`src/rtl/dem_uart_pkg.sv`:
```
// Shared 16550 definitions: register offsets, LSR/IIR constants, RX trigger encodings.
package dem_uart_pkg;

    // Register offsets on the 3-bit CPU bus
    localparam logic [2:0] AddrRbrDll = 3'd0;
    localparam logic [2:0] AddrIerDlm = 3'd1;
    localparam logic [2:0] AddrIirFcr = 3'd2;
    localparam logic [2:0] AddrLcr    = 3'd3;
    localparam logic [2:0] AddrLsr    = 3'd5;
    localparam logic [2:0] AddrScr    = 3'd7;

    // Register bit positions
    localparam int unsigned LcrDlabBit  = 7;
    localparam int unsigned FcrFlushBit = 1;
    localparam int unsigned IerErbfiBit = 0;

    // LSR fields; the transmitter is always idle from this block's point of view
    localparam logic [7:0] LsrDr   = 8'h01;
    localparam logic [7:0] LsrThre = 8'h20;
    localparam logic [7:0] LsrTemt = 8'h40;

    // IIR values with FIFOs enabled
    localparam logic [7:0] IirNoInt   = 8'hC1;
    localparam logic [7:0] IirRxAvail = 8'hC4;

    // FCR[7:6] receive trigger encodings
    typedef enum logic [1:0] {
        Trig1  = 2'b00,
        Trig4  = 2'b01,
        Trig8  = 2'b10,
        Trig14 = 2'b11
    } rx_trig_e;

    // Trigger level in characters, clamped so a small FIFO can still reach it
    function automatic int unsigned trig_chars(rx_trig_e trig, int unsigned depth);
        int unsigned lvl;
        case (trig)
            Trig1:   lvl = 1;
            Trig4:   lvl = 4;
            Trig8:   lvl = 8;
            default: lvl = 14;
        endcase
        return (lvl > depth) ? depth : lvl;
    endfunction

endpackage

```
`src/rtl/osd_dem_uart_rxfifo.sv`:
```
// Receive character FIFO with push, pop, flush, occupancy count and head data.
module osd_dem_uart_rxfifo #(
    parameter int unsigned Depth = 16,
    localparam int unsigned PtrW = $clog2(Depth),
    localparam int unsigned CntW = $clog2(Depth + 1)
) (
    input  logic            clk_i,
    input  logic            rst_i,
    input  logic            push_i,
    input  logic [7:0]      wdata_i,
    input  logic            pop_i,
    input  logic            flush_i,
    output logic [7:0]      head_o,
    output logic [CntW-1:0] count_o,
    output logic            full_o,
    output logic            empty_o
);

    logic [7:0]      mem_q [Depth];
    logic [PtrW-1:0] wr_ptr_q, wr_ptr_d;
    logic [PtrW-1:0] rd_ptr_q, rd_ptr_d;
    logic [CntW-1:0] count_q, count_d;
    logic            do_push, do_pop;

    assign full_o  = (count_q == CntW'(Depth));
    assign empty_o = (count_q == '0);
    assign do_push = push_i & ~full_o;
    assign do_pop  = pop_i & ~empty_o;
    assign head_o  = mem_q[rd_ptr_q];
    assign count_o = count_q;

    // Next pointers/count; flush wins over any push or pop in the same cycle
    always_comb begin
        wr_ptr_d = wr_ptr_q;
        rd_ptr_d = rd_ptr_q;
        count_d  = count_q;
        if (flush_i) begin
            wr_ptr_d = '0;
            rd_ptr_d = '0;
            count_d  = '0;
        end else begin
            // Depth is a power of two, so pointers wrap naturally
            if (do_push) wr_ptr_d = wr_ptr_q + PtrW'(1);
            if (do_pop)  rd_ptr_d = rd_ptr_q + PtrW'(1);
            case ({do_push, do_pop})
                2'b10:   count_d = count_q + CntW'(1);
                2'b01:   count_d = count_q - CntW'(1);
                default: count_d = count_q;
            endcase
        end
    end

    // Pointer and count state
    always_ff @(posedge clk_i) begin
        if (rst_i) begin
            wr_ptr_q <= '0;
            rd_ptr_q <= '0;
            count_q  <= '0;
        end else begin
            wr_ptr_q <= wr_ptr_d;
            rd_ptr_q <= rd_ptr_d;
            count_q  <= count_d;
        end
    end

    // Character storage; contents are only meaningful below count, so no reset
    always_ff @(posedge clk_i) begin
        if (do_push && !flush_i) begin
            mem_q[wr_ptr_q] <= wdata_i;
        end
    end

endmodule

```
`src/rtl/osd_dem_uart_16550_rx.sv`:
```
// Receive half of a 16550-compatible UART fed by the debug host: register decode and IRQ.
module osd_dem_uart_16550_rx
    import dem_uart_pkg::*;
#(
    parameter int unsigned FIFO_DEPTH = 16
) (
    input  logic       clk,
    input  logic       rst,
    input  logic       bus_req,
    input  logic [2:0] bus_addr,
    input  logic       bus_write,
    input  logic [7:0] bus_wdata,
    output logic       bus_ack,
    output logic [7:0] bus_rdata,
    input  logic       in_valid,
    input  logic [7:0] in_char,
    output logic       in_ready,
    output logic       irq
);

    localparam int unsigned CntW = $clog2(FIFO_DEPTH + 1);

    logic       ier_q, ier_d;
    logic [7:0] lcr_q, lcr_d;
    logic [7:0] dll_q, dll_d;
    logic [7:0] dlm_q, dlm_d;
    logic [7:0] scr_q, scr_d;
    rx_trig_e   trig_q, trig_d;

    logic            dlab;
    logic            bus_rd, bus_wr;
    logic            fifo_pop, fifo_flush;
    logic            fifo_full, fifo_empty;
    logic [7:0]      fifo_head;
    logic [CntW-1:0] fifo_count;
    logic [CntW-1:0] trig_lvl;
    logic            rx_int;

    assign dlab     = lcr_q[LcrDlabBit];
    assign bus_rd   = bus_req & ~bus_write;
    assign bus_wr   = bus_req & bus_write;
    assign bus_ack  = 1'b1;
    assign in_ready = ~fifo_full;

    // RBR reads pop; the FIFO itself ignores a pop while empty
    assign fifo_pop = bus_rd & (bus_addr == AddrRbrDll) & ~dlab;

    assign trig_lvl = CntW'(trig_chars(trig_q, FIFO_DEPTH));
    assign rx_int   = ier_q & (fifo_count >= trig_lvl);
    assign irq      = rx_int;

    osd_dem_uart_rxfifo #(
        .Depth (FIFO_DEPTH)
    ) u_rxfifo (
        .clk_i   (clk),
        .rst_i   (rst),
        .push_i  (in_valid),
        .wdata_i (in_char),
        .pop_i   (fifo_pop),
        .flush_i (fifo_flush),
        .head_o  (fifo_head),
        .count_o (fifo_count),
        .full_o  (fifo_full),
        .empty_o (fifo_empty)
    );

    // Register write decode; transmit-holding writes and unlisted offsets fall through
    always_comb begin
        ier_d      = ier_q;
        lcr_d      = lcr_q;
        dll_d      = dll_q;
        dlm_d      = dlm_q;
        scr_d      = scr_q;
        trig_d     = trig_q;
        fifo_flush = 1'b0;
        if (bus_wr) begin
            case (bus_addr)
                AddrRbrDll: begin
                    if (dlab) dll_d = bus_wdata;
                end
                AddrIerDlm: begin
                    if (dlab) dlm_d = bus_wdata;
                    else      ier_d = bus_wdata[IerErbfiBit];
                end
                AddrIirFcr: begin
                    trig_d     = rx_trig_e'(bus_wdata[7:6]);
                    fifo_flush = bus_wdata[FcrFlushBit];
                end
                AddrLcr: lcr_d = bus_wdata;
                AddrScr: scr_d = bus_wdata;
                default: ;
            endcase
        end
    end

    // Register state
    always_ff @(posedge clk) begin
        if (rst) begin
            ier_q  <= 1'b0;
            lcr_q  <= 8'h00;
            dll_q  <= 8'h00;
            dlm_q  <= 8'h00;
            scr_q  <= 8'h00;
            trig_q <= Trig1;
        end else begin
            ier_q  <= ier_d;
            lcr_q  <= lcr_d;
            dll_q  <= dll_d;
            dlm_q  <= dlm_d;
            scr_q  <= scr_d;
            trig_q <= trig_d;
        end
    end

    // Read data mux, combinational from the offset and current state
    always_comb begin
        bus_rdata = 8'h00;
        case (bus_addr)
            AddrRbrDll: begin
                if (dlab)             bus_rdata = dll_q;
                else if (!fifo_empty) bus_rdata = fifo_head;
            end
            AddrIerDlm: bus_rdata = dlab ? dlm_q : {7'b0, ier_q};
            AddrIirFcr: bus_rdata = rx_int ? IirRxAvail : IirNoInt;
            AddrLcr:    bus_rdata = lcr_q;
            AddrLsr:    bus_rdata = LsrTemt | LsrThre | (fifo_empty ? 8'h00 : LsrDr);
            AddrScr:    bus_rdata = scr_q;
            default:    bus_rdata = 8'h00;
        endcase
    end

endmodule

```
`config.mk`:
```
export PLATFORM = sky130hd
export DESIGN_NAME = osd_dem_uart_16550_rx
export DESIGN_NICKNAME = d
export VERILOG_FILES = /design/src/rtl/dem_uart_pkg.sv /design/src/rtl/osd_dem_uart_rxfifo.sv /design/src/rtl/osd_dem_uart_16550_rx.sv
export SDC_FILE = /design/constraint.sdc
export NUM_CORES = 1
export LEC_CHECK = 0
export BUFFER_PORTS_ARGS = -buffer_cell sky130_fd_sc_hd__buf_2
export CAP_MARGIN = 5
export CORE_MARGIN = 2
export CORE_UTILIZATION = 65
export CTS_CLUSTER_DIAMETER = 80
export DETAILED_ROUTE_END_ITERATION = 7
export PLACE_DENSITY = 0.93
export SYNTH_ARGS = -nofsm -noshare
export SYNTH_HDL_FRONTEND = slang
export SYNTH_HIERARCHICAL = 1
export SYNTH_SLANG_ARGS = --single-unit
export TNS_END_PERCENT = 30
```
`constraint.sdc`:
```
create_clock -name clk -period 9 [get_ports clk]
set_input_delay 1.8 -clock clk [delete_from_list [all_inputs] [get_ports clk]]
set_output_delay 1.8 -clock clk [all_outputs]
set_load 0.02 [all_outputs]
```
Yosys cells after proc, flatten, opt, wreduce, memory -nomap -nowiden
Memory sizes are Yosys's and may differ from the RTL's. A register that Yosys moved wholly into a read port is not among the register bits. Index checks and enable logic that the tools add are counted.

RAM bits: 128. Output and inout bits: 11. Logic and storage cells: 65. Memories: 1. Register bits after elaboration: 48.

Reduce and logical (&&, ||, !) cells: 13. $add $sub $neg: 4. Multiplexer cells: 15. Equal/unequal tests: 10. Magnitude comparators: 2. Bitwise logic cells: 11.

Memory list: u_rxfifo.mem_q (words 16, width 8, read ports 1, clocked after Yosys merged registers in 1, write ports 1, line osd_dem_uart_rxfifo.sv:19) `logic [7:0] mem_q [Depth];`.

Operators with widths (number): $pmux W8 S6 (1); $gt A32 B5 Y1 const B (1); $mux W8 (3); $pmux W4 S3 (1); $pmux W5 S2 (1); $reduce_and A3 Y1 (3); $add A4 B1 Y4 const B (2); $mux W4 (2); $and A1 B1 Y1 (7); $eq A3 B2 Y1 const B (2); $eq A3 B3 Y1 const B (2); $reduce_and A2 Y1 (3); $add A5 B1 Y5 const B (1); $eq A5 B5 Y1 const B (1); $ge A5 B5 Y1 (1); $logic_not A5 Y1 (1); $mux W1 (5); $mux W5 (1); $sub A5 B1 Y5 const B (1); $eq A2 B1 Y1 const B (2); $eq A2 B2 Y1 const B (2); $not A1 Y1 (4); $eq A3 B1 Y1 const B (1); $logic_not A3 Y1 (1); 6 further kinds (6).

Longest topological paths before layout
Gate-level depths: netlist (run 1).

Word-level depth: 8. Mapped depth: 12.

Hierarchy
The synthesis (run 1) kept the hierarchy.

Modules (own cells, without submodules): osd_dem_uart_rxfifo (cells each 316, instances 1, sequential area each 4184.0 sq um, area each 5750.5 sq um); osd_dem_uart_16550_rx (cells each 218, instances 1, sequential area each 700.7 sq um, area each 1848.0 sq um).

Worst setup path before layout (run 1)
No wires, ideal clock.

Path type: input-to-output. Start: in bus_addr[0]. End: out bus_rdata[6]. Buffers on the path: 2. Cell stages on the path: 4. Data arrival time: 3.097 ns. Path slack: 4.103 ns. Required time: 7.200 ns. Path through: buf_2 -> buf_1 -> inv_1 -> a222oi_1.

Longest elaborated chain between the ends: 2. Elaborated cells between the ends (all ways): 7. Classes of those cells: 5 x eq/ne; 1 x mux; 1 x reduce/logical.

RTL lines: from (decl) (line osd_dem_uart_16550_rx.sv:10) `input logic [2:0] bus_addr,`; $eq A3 B3 Y1, or another cell as far along (line osd_dem_uart_16550_rx.sv:118) `case (bus_addr)`; $pmux W8 S6 * (line osd_dem_uart_16550_rx.sv:118); to (decl) (line osd_dem_uart_16550_rx.sv:14) `output logic [7:0] bus_rdata,`.

Every way passes the cells marked *; elsewhere a longest branch is shown, timed or not.

Final worst setup path (run 1)
Start: in bus_addr[2]. End: out bus_rdata[0].

The elaborated chain is that of the path after synthesis.

==> summary.txt, run 1 <==
STATUS
--------------------------------------------------------------------------------
Run status ........................................................ finished clean

SYNTHESIS
--------------------------------------------------------------------------------
Warning count from the yosys run ..................................            6
Async set or reset register ratio after synthesis .................            0
Most area-consuming cells after synthesis ......................... sky130_fd_sc_hd__edfxtp_1 (51%), sky130_fd_sc_hd__dfxtp_1 (14%), sky130_fd_sc_hd__mux4_2 (9.5%)
Proportion of synthesized chip area in sequential cells ...........        0.643
Post-synthesis register bit count .................................          180
Syn Area/Cell .....................................................    14.2 um^2
Post-Syn Nets .....................................................          572
Cell type with the largest total area after synthesis ............. sky130_fd_sc_hd__edfxtp_1
Post-synthesis instance area ......................................    7600 um^2
Share of Yosys cell area claimed by the top area cell type ........        0.506
Post-Syn Instances ................................................          534
Main flop type after synthesis .................................... sky130_fd_sc_hd__edfxtp_1
Number of enable-type register cells in the synthesized netlist ...          128
Synth unique cells ................................................           52

DRT
--------------------------------------------------------------------------------
WL per Instance ...................................................      22.3 um
Number of vias per cell ...........................................         6.53
Overall via count from detail_route ...............................        4,672
DRC errors left ...................................................            0
Detailed-router iteration count before antenna repair .............            5
Remaining antenna violation count after routing ...................            0
Initial DRC Count .................................................          588
Wire length reported by the detailed router .......................      15.9 mm

WORST SETUP PATH
--------------------------------------------------------------------------------
Reg-to-reg critical path endpoint ................................. u_rxfifo/count_o[4]
Destination of the critical timing path ........................... bus_rdata[0]
CP endpoint kind ..................................................   output pin
Stages on worst setup path ........................................            6
Top Family by Delay on Critical Path .............................. simple AND/OR/NAND/NOR gates
Critical path arrival .............................................      3550 ps
Most used cell, CP ................................................ sky130_fd_sc_hd__buf_2
Setup slack on the worst flop-to-flop path ........................      5440 ps
CP Data Required Time .............................................      7200 ps
Worst reg2reg path startpoint .....................................     lcr_q[7]
Maximum cell stage delay along the critical path ..................       550 ps
Buffers plus inverters on the worst setup path ....................            2
CP cell instances ................................................. buf_2 > or3_1 > nor3_1 > a222oi_1 > o31ai_1 > buf_2
Startpoint class of the critical path ............................. primary input
First element of the critical path ................................  bus_addr[2]
Type of the setup path with the least slack .......................       in2out
Register-to-Register Path Depth ...................................           11
Largest fanout on the critical path ...............................           21
Crit-path slowest cell ............................................ sky130_fd_sc_hd__nor3_1

FINISH
--------------------------------------------------------------------------------
Post-layout instance count excluding filler cells .................          716
Area used by multi-input combinational logic ......................    2530 um^2
Ant. Diodes .......................................................            0
Net total in the final layout .....................................          598
Layout cells sized above 1 ........................................        0.180
Register cell area after layout ...................................    4890 um^2
Area Overhead vs Synth ............................................        9.93%
Final-layout fill cell count ......................................          699

PLACED DESIGN
--------------------------------------------------------------------------------
Final GP Congestion ...............................................        0.902
Final HPWL DP .....................................................      10.5 mm
Number of I/O port buffers ........................................           33
Placed instance count .............................................          684

CLOCKING
--------------------------------------------------------------------------------
Clock sink count ..................................................          180
Clock latency at the later pin of the worst-skew pair .............       420 ps
Clock H-tree levels ...............................................            4
Total of hold buffers inserted after clock tree synthesis .........            0
Clk pin slew, worst setup/hold paths ..............................        60 ps
Clock Path Buffers ................................................            2
Count of instances resized after the clock tree is built ..........            0
CTS Buf Count .....................................................           17
TritonCTS clock tree ..............................................          yes
Library cell used as clock root buffer ............................ sky130_fd_sc_hd__clkbuf_16
Post-CTS setup buffer count .......................................            0

GLOBAL ROUTE
--------------------------------------------------------------------------------
First-pass GRT wire length ........................................      24.9 mm
Pin count of the biggest net entering global routing ..............           38
Number of antenna violations at the first check in global routing .            0
Global routing usage summed across all routing layers .............        0.265
Number of global-route vias before repair .........................        4,633
Remaining global-route overflow ...................................            0

POWER AND IR DROP
--------------------------------------------------------------------------------
Total power density per cell area .................................  197 nW/um^2
Maximum resistive drop on vdd .....................................   0.000181 V
Net switching share of the total power ............................        0.221
Leakage ...........................................................      2.93 nW
Internal Power ....................................................    0.00128 W
Combinational cell fraction of total power ........................        0.053
Register share of total power .....................................        0.550
Part of the total power dissipated in the clock network ...........        0.398
Net switching power figure ........................................   0.000363 W

DIE
--------------------------------------------------------------------------------
Height of the chip ................................................       112 um
Standard cell core area ...........................................  11,400 um^2
Initial Utilization ...............................................        0.665
Count of standard-cell rows .......................................           39
I/O Pins ..........................................................           35
Die footprint .....................................................  12,600 um^2
Die Wd ............................................................       112 um

STA
--------------------------------------------------------------------------------
Hold Violations, Final ............................................            0
Clock skew ........................................................      8.59 ps
Final-report max-slew violation count .............................            0
Unrepaired setup endpoints after global routing ...................        false
Sum Neg Setup Slack ...............................................         0 ps
Worst max-slew margin expressed relative to the limit .............        0.336
Total setup violations reported at the end of the flow ............            0
Share of the clock period used by the worst path after layout .....        0.595
Transition time at the pin with the least slew margin .............       990 ps
FMAX ..............................................................      187 MHz
Final period demand of the worst path .............................      5350 ps

RUN
--------------------------------------------------------------------------------
Max-capacitance violation count ...................................            0

MIN PATH
--------------------------------------------------------------------------------
Hold crit path type ...............................................      reg2reg

Yosys cell counts, types with 2 or more instances:
library cell	n
sky130_fd_sc_hd__a21o_1	2
sky130_fd_sc_hd__a21oi_1	18
sky130_fd_sc_hd__a222oi_1	2
sky130_fd_sc_hd__a22oi_1	17
sky130_fd_sc_hd__buf_1	5
sky130_fd_sc_hd__buf_2	8
sky130_fd_sc_hd__clkbuf_1	13
sky130_fd_sc_hd__dfxtp_1	52
sky130_fd_sc_hd__edfxtp_1	128
sky130_fd_sc_hd__ha_1	13
sky130_fd_sc_hd__inv_1	16
sky130_fd_sc_hd__mux2i_1	40
sky130_fd_sc_hd__mux4_2	32
sky130_fd_sc_hd__nand2_1	38
sky130_fd_sc_hd__nand2b_1	5
sky130_fd_sc_hd__nand3_1	6
sky130_fd_sc_hd__nand3b_1	2
sky130_fd_sc_hd__nor2_1	74
sky130_fd_sc_hd__nor2b_1	2
sky130_fd_sc_hd__nor3_1	2
sky130_fd_sc_hd__nor4b_1	2
sky130_fd_sc_hd__o211ai_1	3
sky130_fd_sc_hd__o21ai_0	12
sky130_fd_sc_hd__o221ai_1	4
sky130_fd_sc_hd__or3_1	4
sky130_fd_sc_hd__or4_1	3
sky130_fd_sc_hd__xor2_1	6
power by group through the flow:
stage	clock, W	sequential, W	combinational, W
final	0.000653	0.000902	0.0000868
after global routing	0.000696	0.000903	0.0000941
after floorplan	0	0.000918	0.0000525
after CTS	0.000662	0.000902	0.0000857
after global placement	0	0.000919	0.0000788
after detailed placement	0	0.000920	0.0000847
final cells by class:
class | count | share of cell area
clock buffers | 21 | 0.0527
clock inverters | 11 | 0.00959
inverters | 16 | 0.00719
multi-input cells | 310 | 0.303
flip-flops and latches | 180 | 0.585
well taps | 143 | 0.0214
repair buffers | 35 | 0.0216
how the worst min path moves through the flow:
stage                         from       end  slack, ps  depth (start not counted)
after floorplan           dlm_q[2]  dlm_q[2]        450                          2
after global placement    dlm_q[6]  dlm_q[6]        460                          2
after detailed placement  dlm_q[2]  dlm_q[2]        470                          2
after CTS                 dlm_q[2]  dlm_q[2]        480                          2
after global routing      dlm_q[2]  dlm_q[2]        500                          2
final                     dlm_q[2]  dlm_q[2]        480                          2
tightest hold or removal path, stage by stage (launching register included):
cell                      delay (ps)
sky130_fd_sc_hd__dfxtp_1         310
sky130_fd_sc_hd__o21ai_0          60
sky130_fd_sc_hd__a21oi_1          60
kinds of logic after synthesis:
kind of cell             after synthesis  share of synthesized area
other                                  1                   0.000494
buffers and inverters                 44                     0.0245
adder cells (fa/ha/maj)               14                     0.0240
AO/OA/AOI/OAI                         68                     0.0632
AND/OR/NAND/NOR                      147                     0.0878
flip-flops                           180                      0.643
XOR/XNOR                               7                    0.00807
multiplexers                          73                      0.149
metrics by stage:
step	hold slack [ps]	cell area (um^2)	total power [W]	setup WS, ps	utilization
3_3_place_gp	459	7830	0.000998	3830	0.686
4_1_cts	476	8350	0.00165	3720	0.732
6_report	480	8350	0.00164	3650	0.732
2_1_floorplan	449	7600	0.000971	4100	-
3_5_place_dp	467	7830	0.00101	3720	0.686
5_1_grt	499	8350	0.00169	3470	0.732
per-layer routing:
| metal | GRT usage | part of all wire | vias to the layer above |
|---|---|---|---|
| met5 | 0 | 0 | - |
| met2 | 0.446 | 0.52 | 238 |
| li1 | - | - | 2055 |
| met1 | 0.339 | 0.38 | 2345 |
| met4 | 0.0951 | 0.018 | 0 |
| met3 | 0.0686 | 0.078 | 34 |
flip-flops by register name (all words and copies together), names as in the netlist, named ones only:
register,cells
u_rxfifo/mem_q,128
dll_q,8
dlm_q,8
lcr_q,8
scr_q,8
u_rxfifo/count_o,5
u_rxfifo/rd_ptr_q,4
u_rxfifo/wr_ptr_q,4
trig_q,2
ier_q,1
layout by cell type (no fill, tap or decap), drive strengths merged, types with 3 or more instances in the layout:
cell	count
a21oi	18
edfxtp	128
inv	19
mux2i	40
or3	4
o221ai	4
nor3	4
buf	35
mux4	32
nor2	74
o211ai	4
xor2	6
nand2	38
ha	13
clkinv	8
nand3	6
a22oi	17
o21ai	13
or4	3
clkbuf	21
dfxtp	52
nand2b	5
No activity file was read; power rests on OpenSTA's default activity.
==> run 2, diff against run 1 <==
--- a/config.mk
+++ b/config.mk
@@ -5,13 +5,14 @@
 export SDC_FILE = /design/constraint.sdc
 export NUM_CORES = 1
 export LEC_CHECK = 0
+export ABC_AREA = 1
 export BUFFER_PORTS_ARGS = -buffer_cell sky130_fd_sc_hd__buf_2
 export CAP_MARGIN = 5
 export CORE_MARGIN = 2
-export CORE_UTILIZATION = 65
+export CORE_UTILIZATION = 56
 export CTS_CLUSTER_DIAMETER = 80
 export DETAILED_ROUTE_END_ITERATION = 7
-export PLACE_DENSITY = 0.93
+export PLACE_DENSITY = 0.85
 export SYNTH_ARGS = -nofsm -noshare
 export SYNTH_HDL_FRONTEND = slang
 export SYNTH_HIERARCHICAL = 1
==> constraint.sdc (replaced) <==
create_clock -name clk -period 4.9 [get_ports clk]
set_input_delay 0.98 -clock clk [delete_from_list [all_inputs] [get_ports clk]]
set_output_delay 0.98 -clock clk [all_outputs]
set_load 0.02 [all_outputs]
==> run 2 against run 1 <==
  * Register-to-register slack worse by 3300 ps
  * Sequential share of layout area fell by 5.3 points
  * Design area rose by 9.9%
  * Critical path type is now reg2out
  * Largest cell class unchanged
==> summary.txt, run 2 <==
DRT
-------------------------------------------------------------------------------------
Detailed-router iteration count before antenna repair ..................            5   unchanged
Wire length reported by the detailed router ............................      18.8 mm   +18%
Remaining antenna violation count after routing ........................            0   unchanged
DRC errors left ........................................................            0   unchanged
Overall via count from detail_route ....................................        6,448   +38%
Initial DRC Count ......................................................          606   +3.1%
WL per Instance ........................................................      15.9 um   -28%
Number of vias per cell ................................................         5.46   -16%

STA
-------------------------------------------------------------------------------------
Clock skew .............................................................      5.87 ps   -2.72 ps
Worst max-slew margin expressed relative to the limit ..................        0.238   -0.0985
Sum Neg Setup Slack ....................................................         0 ps   unchanged
Hold Violations, Final .................................................            0   unchanged
FMAX ...................................................................      263 MHz
Total setup violations reported at the end of the flow .................            0   unchanged
Final-report max-slew violation count ..................................            0   unchanged
Transition time at the pin with the least slew margin ..................      1140 ps   +151 ps
Share of the clock period used by the worst path after layout ..........        0.776
Unrepaired setup endpoints after global routing ........................        false
Final period demand of the worst path ..................................      3800 ps

DIE
-------------------------------------------------------------------------------------
Initial Utilization ....................................................        0.577   -0.0888
Die Wd .................................................................       127 um   +13%
Die footprint ..........................................................  16,000 um^2   +27%
Standard cell core area ................................................  14,600 um^2   +28%
Count of standard-cell rows ............................................           44   +13%
Height of the chip .....................................................       127 um   +13%
I/O Pins ...............................................................           35   unchanged

SYNTHESIS
-------------------------------------------------------------------------------------
Share of the synthesized area in compound gates (AO/OA/AOI/OAI) ........       0.0272   -0.0360
Async set or reset register ratio after synthesis ......................            0   unchanged
Parity-gate share of the synthesized area counting xor and xnor cells ..      0.00312   -0.00495
Synth Area in Simple Gates .............................................        0.273   +0.186
Proportion of synthesized chip area in sequential cells ................        0.581   -0.0622
Adder-Cell Fraction of Synth Area ......................................       0.0217   -0.00233
Syn Area/Cell ..........................................................    8.76 um^2   -38%
Post-Syn Nets ..........................................................          998   +74%
Main flop type after synthesis ......................................... sky130_fd_sc_hd__edfxtp_1
Post-Syn Instances .....................................................          960   +80%
Fraction of synthesized area in multiplexers ...........................            0   -0.149
Most used standard cell by instance count after synthesis .............. sky130_fd_sc_hd__nand2_1
Synth unique cells .....................................................           33   -37%
Post-synthesis instance area ...........................................    8410 um^2   +11%
Share of Yosys cell area claimed by the top area cell type .............        0.457   -0.0490
Main combinational cell family by area after synthesis ................. simple AND/OR/NAND/NOR gates
Most area-consuming cells after synthesis .............................. sky130_fd_sc_hd__edfxtp_1 (46%), sky130_fd_sc_hd__dfxtp_1 (12%), sky130_fd_sc_hd__nand2_1 (12%)
Cell type with the largest total area after synthesis .................. sky130_fd_sc_hd__edfxtp_1
Post-synthesis register bit count ......................................          180   unchanged
Warning count from the yosys run .......................................            6   unchanged
Number of enable-type register cells in the synthesized netlist ........          128   unchanged
Cell types with the highest counts after synthesis ..................... sky130_fd_sc_hd__nand2_1 (273), sky130_fd_sc_hd__inv_1 (145), sky130_fd_sc_hd__nand3_1 (131), sky130_fd_sc_hd__edfxtp_1 (128), sky130_fd_sc_hd__nor2_1 (101)

GLOBAL ROUTE
-------------------------------------------------------------------------------------
Number of global-route vias before repair ..............................        6,143   +33%
Remaining global-route overflow ........................................            0   unchanged
Routing layer with the top usage in global route .......................         met2
Number of antenna violations at the first check in global routing ......            0   unchanged
Met1 Use GR ............................................................        0.306   -0.0337
Met3 Use GR ............................................................       0.0481   -0.0205
Pin count of the biggest net entering global routing ...................           65   +71%
Global routing usage summed across all routing layers ..................        0.239   -0.0260
First-pass GRT wire length .............................................      29.9 mm   +20%
Met2 global-route usage ................................................        0.400   -0.0460

FINISH
-------------------------------------------------------------------------------------
Most frequent standard cell in the layout excluding fill and tap cells . sky130_fd_sc_hd__nand2_1
Area used by multi-input combinational logic ...........................    2740 um^2   +8.5%
Ant. Diodes ............................................................            0   unchanged
Area Overhead vs Synth .................................................        9.16%
Finished Cell Area .....................................................    9180 um^2   +9.9%
Layout cells sized above 1 .............................................       0.0904   -0.0894
Register cell area after layout ........................................    4890 um^2   unchanged
Top library cells by usage in the layout, fill and taps aside .......... sky130_fd_sc_hd__nand2_1 (273), sky130_fd_sc_hd__inv_1 (145), sky130_fd_sc_hd__nand3_1 (131)
Post-layout instance count excluding filler cells ......................        1,180   +65%
Final-layout fill cell count ...........................................        1,085   +55%
Net total in the final layout ..........................................        1,021   +71%
Largest reg by FF count ................................................ u_rxfifo/mem_q
Number of flip-flops under the largest register name ...................          128   unchanged

POWER AND IR DROP
-------------------------------------------------------------------------------------
Maximum resistive drop on vdd ..........................................   0.000261 V   +44%
Total power density per cell area ......................................  350 nW/um^2   +78%
Leakage ................................................................      4.09 nW   +39%

RUN
-------------------------------------------------------------------------------------
Max-capacitance violation count ........................................            0   unchanged

WORST SETUP PATH
-------------------------------------------------------------------------------------
CP endpoint kind .......................................................   output pin
Register-to-Register Path Depth ........................................           14   +3
Setup slack on the worst flop-to-flop path .............................      2150 ps   -3290 ps
CP Data Required Time ..................................................      3920 ps   -3280 ps
Startpoint class of the critical path ..................................    flip-flop
Worst reg2reg path startpoint ..........................................     lcr_q[7]
Type of the setup path with the least slack ............................      reg2out
Largest fanout on the critical path ....................................           64   +200%
Critical path arrival ..................................................      2820 ps   -730 ps
Reg-to-reg critical path endpoint ...................................... u_rxfifo/count_o[4]

MIN PATH
-------------------------------------------------------------------------------------
Startpoint of the most critical hold path ..............................     scr_q[5]
Capture endpoint of the worst hold path ................................     scr_q[5]
Hold depth .............................................................            2   unchanged
Hold crit path type ....................................................      reg2reg

PLACED DESIGN
-------------------------------------------------------------------------------------
Final HPWL DP ..........................................................      11.6 mm   +10%
Final GP Congestion ....................................................        0.859   -4.8%
Number of I/O port buffers .............................................           33   unchanged
Placed instance count ..................................................        1,148   +68%
Instance area after placement ..........................................    8620 um^2   +10%

CLOCKING
-------------------------------------------------------------------------------------
CTS Buf Count ..........................................................           17   unchanged
Clk pin slew, worst setup/hold paths ...................................        60 ps   about the same
TritonCTS clock tree ...................................................          yes
Library cell used as clock root buffer ................................. sky130_fd_sc_hd__clkbuf_16
Total of hold buffers inserted after clock tree synthesis ..............            0   unchanged
Post-CTS setup buffer count ............................................            0   unchanged
Clock latency at the later pin of the worst-skew pair ..................       420 ps   about the same
Clock H-tree levels ....................................................            4   unchanged
Count of instances resized after the clock tree is built ...............            0   unchanged
Clock sink count .......................................................          180   unchanged
Clock Path Buffers .....................................................            2   unchanged

STATUS
-------------------------------------------------------------------------------------
Run status ............................................................. finished clean

==> run 2: cell count changes after synthesis, moves of 16 or more <==
cell,before,now
sky130_fd_sc_hd__a22oi_1,17,1
sky130_fd_sc_hd__nand2_1,38,273
sky130_fd_sc_hd__nand3_1,6,131
sky130_fd_sc_hd__nor2_1,74,101
sky130_fd_sc_hd__mux2i_1,40,0
sky130_fd_sc_hd__mux4_2,32,0
sky130_fd_sc_hd__inv_1,16,145
==> run 2: how the worst max path moves through the flow <==
| stage | start | to | slack, ps | cells past startpoint |
|---|---|---|---|---|
| CTS | flip-flop | bus_rdata[0] | 1150 | 14 |
| finish | flip-flop | bus_rdata[0] | 1100 | 14 |
| global route | flip-flop | bus_rdata[3] | 980 | 11 |
| floorplan | bus_addr[1] | u_rxfifo/count_o[4] | 1920 | 16 |
| detailed placement | bus_addr[1] | u_rxfifo/count_o[4] | 1500 | 17 |
| global placement | bus_addr[1] | u_rxfifo/count_o[4] | 1600 | 17 |
==> run 2: area by class of cell <==
type / instances / share of cell area
Clock inverter: 7 / 0.00790
Clock buffer: 25 / 0.0540
Inverter: 152 / 0.0621
Multi-Input combinational cell: 596 / 0.299
Tap cell: 184 / 0.0251
Timing Repair Buffer: 36 / 0.0204
Sequential cell: 180 / 0.532
==> run 2: stage by stage <==
| stage | setup slack [ps] | power, W | utilization | hold slack (ps) |
|---|---|---|---|---|
| final | 1100 | 0.00321 | 0.630 | 485 |
| after global routing | 976 | 0.00331 | 0.630 | 504 |
| after CTS | 1150 | 0.00322 | 0.630 | 486 |
| after detailed placement | 1500 | 0.00194 | 0.591 | 471 |
| after global placement | 1600 | 0.00193 | 0.591 | 465 |
| after floorplan | 1920 | 0.00185 | - | 455 |
==> run 2: cells by family (layout without fill, tap and decap cells) <==
kind of cell    Yosys count  after routing
simple gates            533            533
other cells               1              1
flops                   180            180
compound gates           45             45
xor+xnor                  3              3
buf+inv                 184            220
fa+ha+maj                14             14
==> run 2: power by group <==
group          internal (W)  switching [W]
logic             0.0000673       0.000172
clock network      0.000756       0.000545
registers           0.00165      0.0000160
==> run 2: metal layers <==
layer  wire, um  vias to the layer above
met1       7430                     2990
met4        541                        0
li1           -                     3117
met3       1420                       47
met2       9420                      294
met5          0                        -
==> run 2: critical path, cell delays in order, from the launching register on <==
cell and delay [ps]:
sky130_fd_sc_hd__dfxtp_2 320, sky130_fd_sc_hd__inv_2 810, sky130_fd_sc_hd__nand2_1 150, sky130_fd_sc_hd__nand2_1 140, sky130_fd_sc_hd__nand2_1 90, sky130_fd_sc_hd__nand3_1 140
sky130_fd_sc_hd__nand3_1 100, sky130_fd_sc_hd__nand2_1 100, sky130_fd_sc_hd__nand2_1 60, sky130_fd_sc_hd__nand2_1 90, sky130_fd_sc_hd__nand2_1 50, sky130_fd_sc_hd__nand2_1 60
sky130_fd_sc_hd__nor2_1 50, sky130_fd_sc_hd__nand2_1 50, sky130_fd_sc_hd__buf_2 160
==> run 3, diff against run 2 <==
==> constraint.sdc (replaced) <==
create_clock -name clk -period 3.05 [get_ports clk]
set_input_delay 0.61 -clock clk [delete_from_list [all_inputs] [get_ports clk]]
set_output_delay 0.61 -clock clk [all_outputs]
set_load 0.02 [all_outputs]
==> run 3 against run 2 <==
  * Count of clock-buffer cells in the layout decreased by 7
  * Global-route usage shrank 0.088 points
  * Clock skew increased by 3.5 ps
  * Power grew 67%
  * Design area up 2.4%
  * Highest routed layer unchanged
==> summary.txt, run 3 (same netlist as run 2, synthesis figures left out) <==
STA
-------------------------------------------------------------------------------------
FMAX ...................................................................      349 MHz
Unrepaired setup endpoints after global routing ........................        false
Final-report max-slew violation count ..................................            0   unchanged
Hold Violations, Final .................................................            0   unchanged
Worst max-slew margin expressed relative to the limit ..................        0.369   +0.131
Clock skew .............................................................      9.37 ps   +3.50 ps
Share of the clock period used by the worst path after layout ..........        0.938
Total setup violations reported at the end of the flow .................            0   unchanged
Transition time at the pin with the least slew margin ..................       946 ps   -196 ps
Sum Neg Setup Slack ....................................................         0 ps   unchanged
Final period demand of the worst path ..................................      2860 ps

DRT
-------------------------------------------------------------------------------------
Detailed-router iteration count before antenna repair ..................            5   unchanged
Remaining antenna violation count after routing ........................            0   unchanged
Number of vias per cell ................................................         5.41   -0.91%
Initial DRC Count ......................................................          733   +21%
Overall via count from detail_route ....................................        6,487   +0.60%
WL per Instance ........................................................      15.2 um   -4.7%
Wire length reported by the detailed router ............................      18.2 mm   -3.3%
DRC errors left ........................................................            0   unchanged

WORST SETUP PATH
-------------------------------------------------------------------------------------
Crit-path slowest cell ................................................. sky130_fd_sc_hd__dfxtp_2
Critical path arrival ..................................................      2250 ps   -570 ps
CP Data Required Time ..................................................      2440 ps   -1480 ps
Setup slack on the worst flop-to-flop path .............................       500 ps   -1650 ps
Most used cell, CP ..................................................... sky130_fd_sc_hd__nand2_1
Maximum cell stage delay along the critical path .......................       340 ps   -470 ps
Startpoint class of the critical path ..................................    flip-flop
Type of the setup path with the least slack ............................      reg2out
CP cell instances ...................................................... inv_2 > buf_12 > nand2_1 > nand3_1 > nand3_1 > nand3_1 > nand2_1 > nand2_1 > nand2_1 > nand2_1 > nand2_1 > nor2_1 > nand2_1 > buf_2
Buffers plus inverters on the worst setup path .........................            3   +1
Largest fanout on the critical path ....................................           64   unchanged
Top Family by Delay on Critical Path ................................... simple AND/OR/NAND/NOR gates
CP endpoint kind .......................................................   output pin

PLACED DESIGN
-------------------------------------------------------------------------------------
Final GP Congestion ....................................................        0.853   -0.66%
Number of I/O port buffers .............................................           33   unchanged
Instance area after placement ..........................................    8780 um^2   +1.9%
Placed instance count ..................................................        1,166   +1.6%
Final HPWL DP ..........................................................      11.5 mm   -1.1%

CLOCKING
-------------------------------------------------------------------------------------
Clock Path Buffers .....................................................            2   unchanged
Clock sink count .......................................................          180   unchanged
Clock H-tree levels ....................................................            4   unchanged
Clock latency at the later pin of the worst-skew pair ..................       440 ps   +20 ps
Total of hold buffers inserted after clock tree synthesis ..............            0   unchanged
CTS Buf Count ..........................................................           17   unchanged
TritonCTS clock tree ...................................................          yes
Library cell used as clock root buffer ................................. sky130_fd_sc_hd__clkbuf_16
Clk pin slew, worst setup/hold paths ...................................        70 ps   about the same

GLOBAL ROUTE
-------------------------------------------------------------------------------------
Number of global-route vias before repair ..............................        6,166   +0.37%
Remaining global-route overflow ........................................            0   unchanged
Number of antenna violations at the first check in global routing ......            0   unchanged
Pin count of the biggest net entering global routing ...................           65   unchanged
Global routing usage summed across all routing layers ..................        0.239   -0.000884
First-pass GRT wire length .............................................      29.5 mm   -1.2%

FINISH
-------------------------------------------------------------------------------------
Net total in the final layout ..........................................        1,039   +1.8%
Area Overhead vs Synth .................................................        11.8%
Share of the core filled with cells ....................................        0.645   +0.0153
Finished Cell Area .....................................................    9410 um^2   +2.4%
Number of flip-flops under the largest register name ...................          128   unchanged
Largest reg by FF count ................................................ u_rxfifo/mem_q
Post-layout instance count excluding filler cells ......................        1,198   +1.5%
Layout cells sized above 1 .............................................        0.109   +0.0191
Top library cells by usage in the layout, fill and taps aside .......... sky130_fd_sc_hd__nand2_1 (273), sky130_fd_sc_hd__inv_1 (145), sky130_fd_sc_hd__nand3_1 (131)
Most frequent standard cell in the layout excluding fill and tap cells . sky130_fd_sc_hd__nand2_1
Ant. Diodes ............................................................            0   unchanged

POWER AND IR DROP
-------------------------------------------------------------------------------------
Combinational cell fraction of total power .............................        0.071   -0.003
Register share of total power ..........................................        0.500   -0.020
Total power density per cell area ......................................  571 nW/um^2   +63%
Net switching power figure .............................................    0.00122 W   +66%
Leakage ................................................................      4.22 nW   +3.2%
Total power after layout ...............................................    0.00537 W   +67%
Part of the total power dissipated in the clock network ................        0.429   +0.024
Internal Power .........................................................    0.00415 W   +67%
Maximum resistive drop on vdd ..........................................   0.000491 V   +88%
Net switching share of the total power .................................        0.227   -0.00150

DIE
-------------------------------------------------------------------------------------
I/O Pins ...............................................................           35   unchanged
Count of standard-cell rows ............................................           44   unchanged
Height of the chip .....................................................       127 um   unchanged
Die footprint ..........................................................  16,000 um^2   unchanged
Standard cell core area ................................................  14,600 um^2   unchanged
Initial Utilization ....................................................        0.577   unchanged
Die Wd .................................................................       127 um   unchanged

STATUS
-------------------------------------------------------------------------------------
Run status ............................................................. finished clean

RUN
-------------------------------------------------------------------------------------
Max-capacitance violation count ........................................            0   unchanged

MIN PATH
-------------------------------------------------------------------------------------
Hold crit path type ....................................................       in2reg

-- run 3: path summary, 6_finish.rpt --
| path | from | end | cells after the start |
|---|---|---|---|
| worst max-delay path | flip-flop | bus_rdata[0] | 14 |
| worst min-delay path | bus_wdata[2] | scr_q[2] | 3 |
| worst max register to register | lcr_q[7] | u_rxfifo/count_o[4] | 15 |
| worst min register to register | scr_q[2] | scr_q[2] | 2 |
-- run 3: tightest hold or removal path: stages --
cell and delay, ps:
sky130_fd_sc_hd__buf_2 80, sky130_fd_sc_hd__o21ai_0 70, sky130_fd_sc_hd__nor2_1 70
-- run 3: power groups by stage --
stage	Sequential, W	Combinational (W)	Clock, W
after floorplan	0.00273	0.000249	0
after global placement	0.00273	0.000365	0
after CTS	0.00268	0.000377	0.00232
after detailed placement	0.00274	0.000373	0
final	0.00268	0.000381	0.00230
after global routing	0.00269	0.000426	0.00241
-- run 3: repair_timing --
action,in CTS,in global routing
setup buffers,0,0
endpoints found under the setup margin,0,4
gates resized for setup,0,2
-- run 3: area by class of cell --
class	count	area (um^2)
Multi-Input combinational cell	596	2740
Tap cell	184	230
Inverter	152	573
Clock inverter	14	199
Fill cell	1044	5180
Timing Repair Buffer	54	348
Sequential cell	180	4890
Clock buffer	18	429
-- run 3: routing by layer --
| metal | GRT usage | routed length [um] | vias up |
|---|---|---|---|
| met2 | 0.397 | 9080 | 256 |
| met5 | 0 | 0 | - |
| li1 | - | - | 3143 |
| met3 | 0.0413 | 1170 | 50 |
| met1 | 0.302 | 7330 | 3038 |
| met4 | 0.120 | 612 | 0 |
-- run 3: metrics by stage --
step | setup slack [ps] | hold slack [ps]
finish | 188 | 434
floorplan | 441 | 455
CTS | 109 | 435
detailed placement | 228 | 472
global placement | 265 | 464
global route | 30.4 | 456
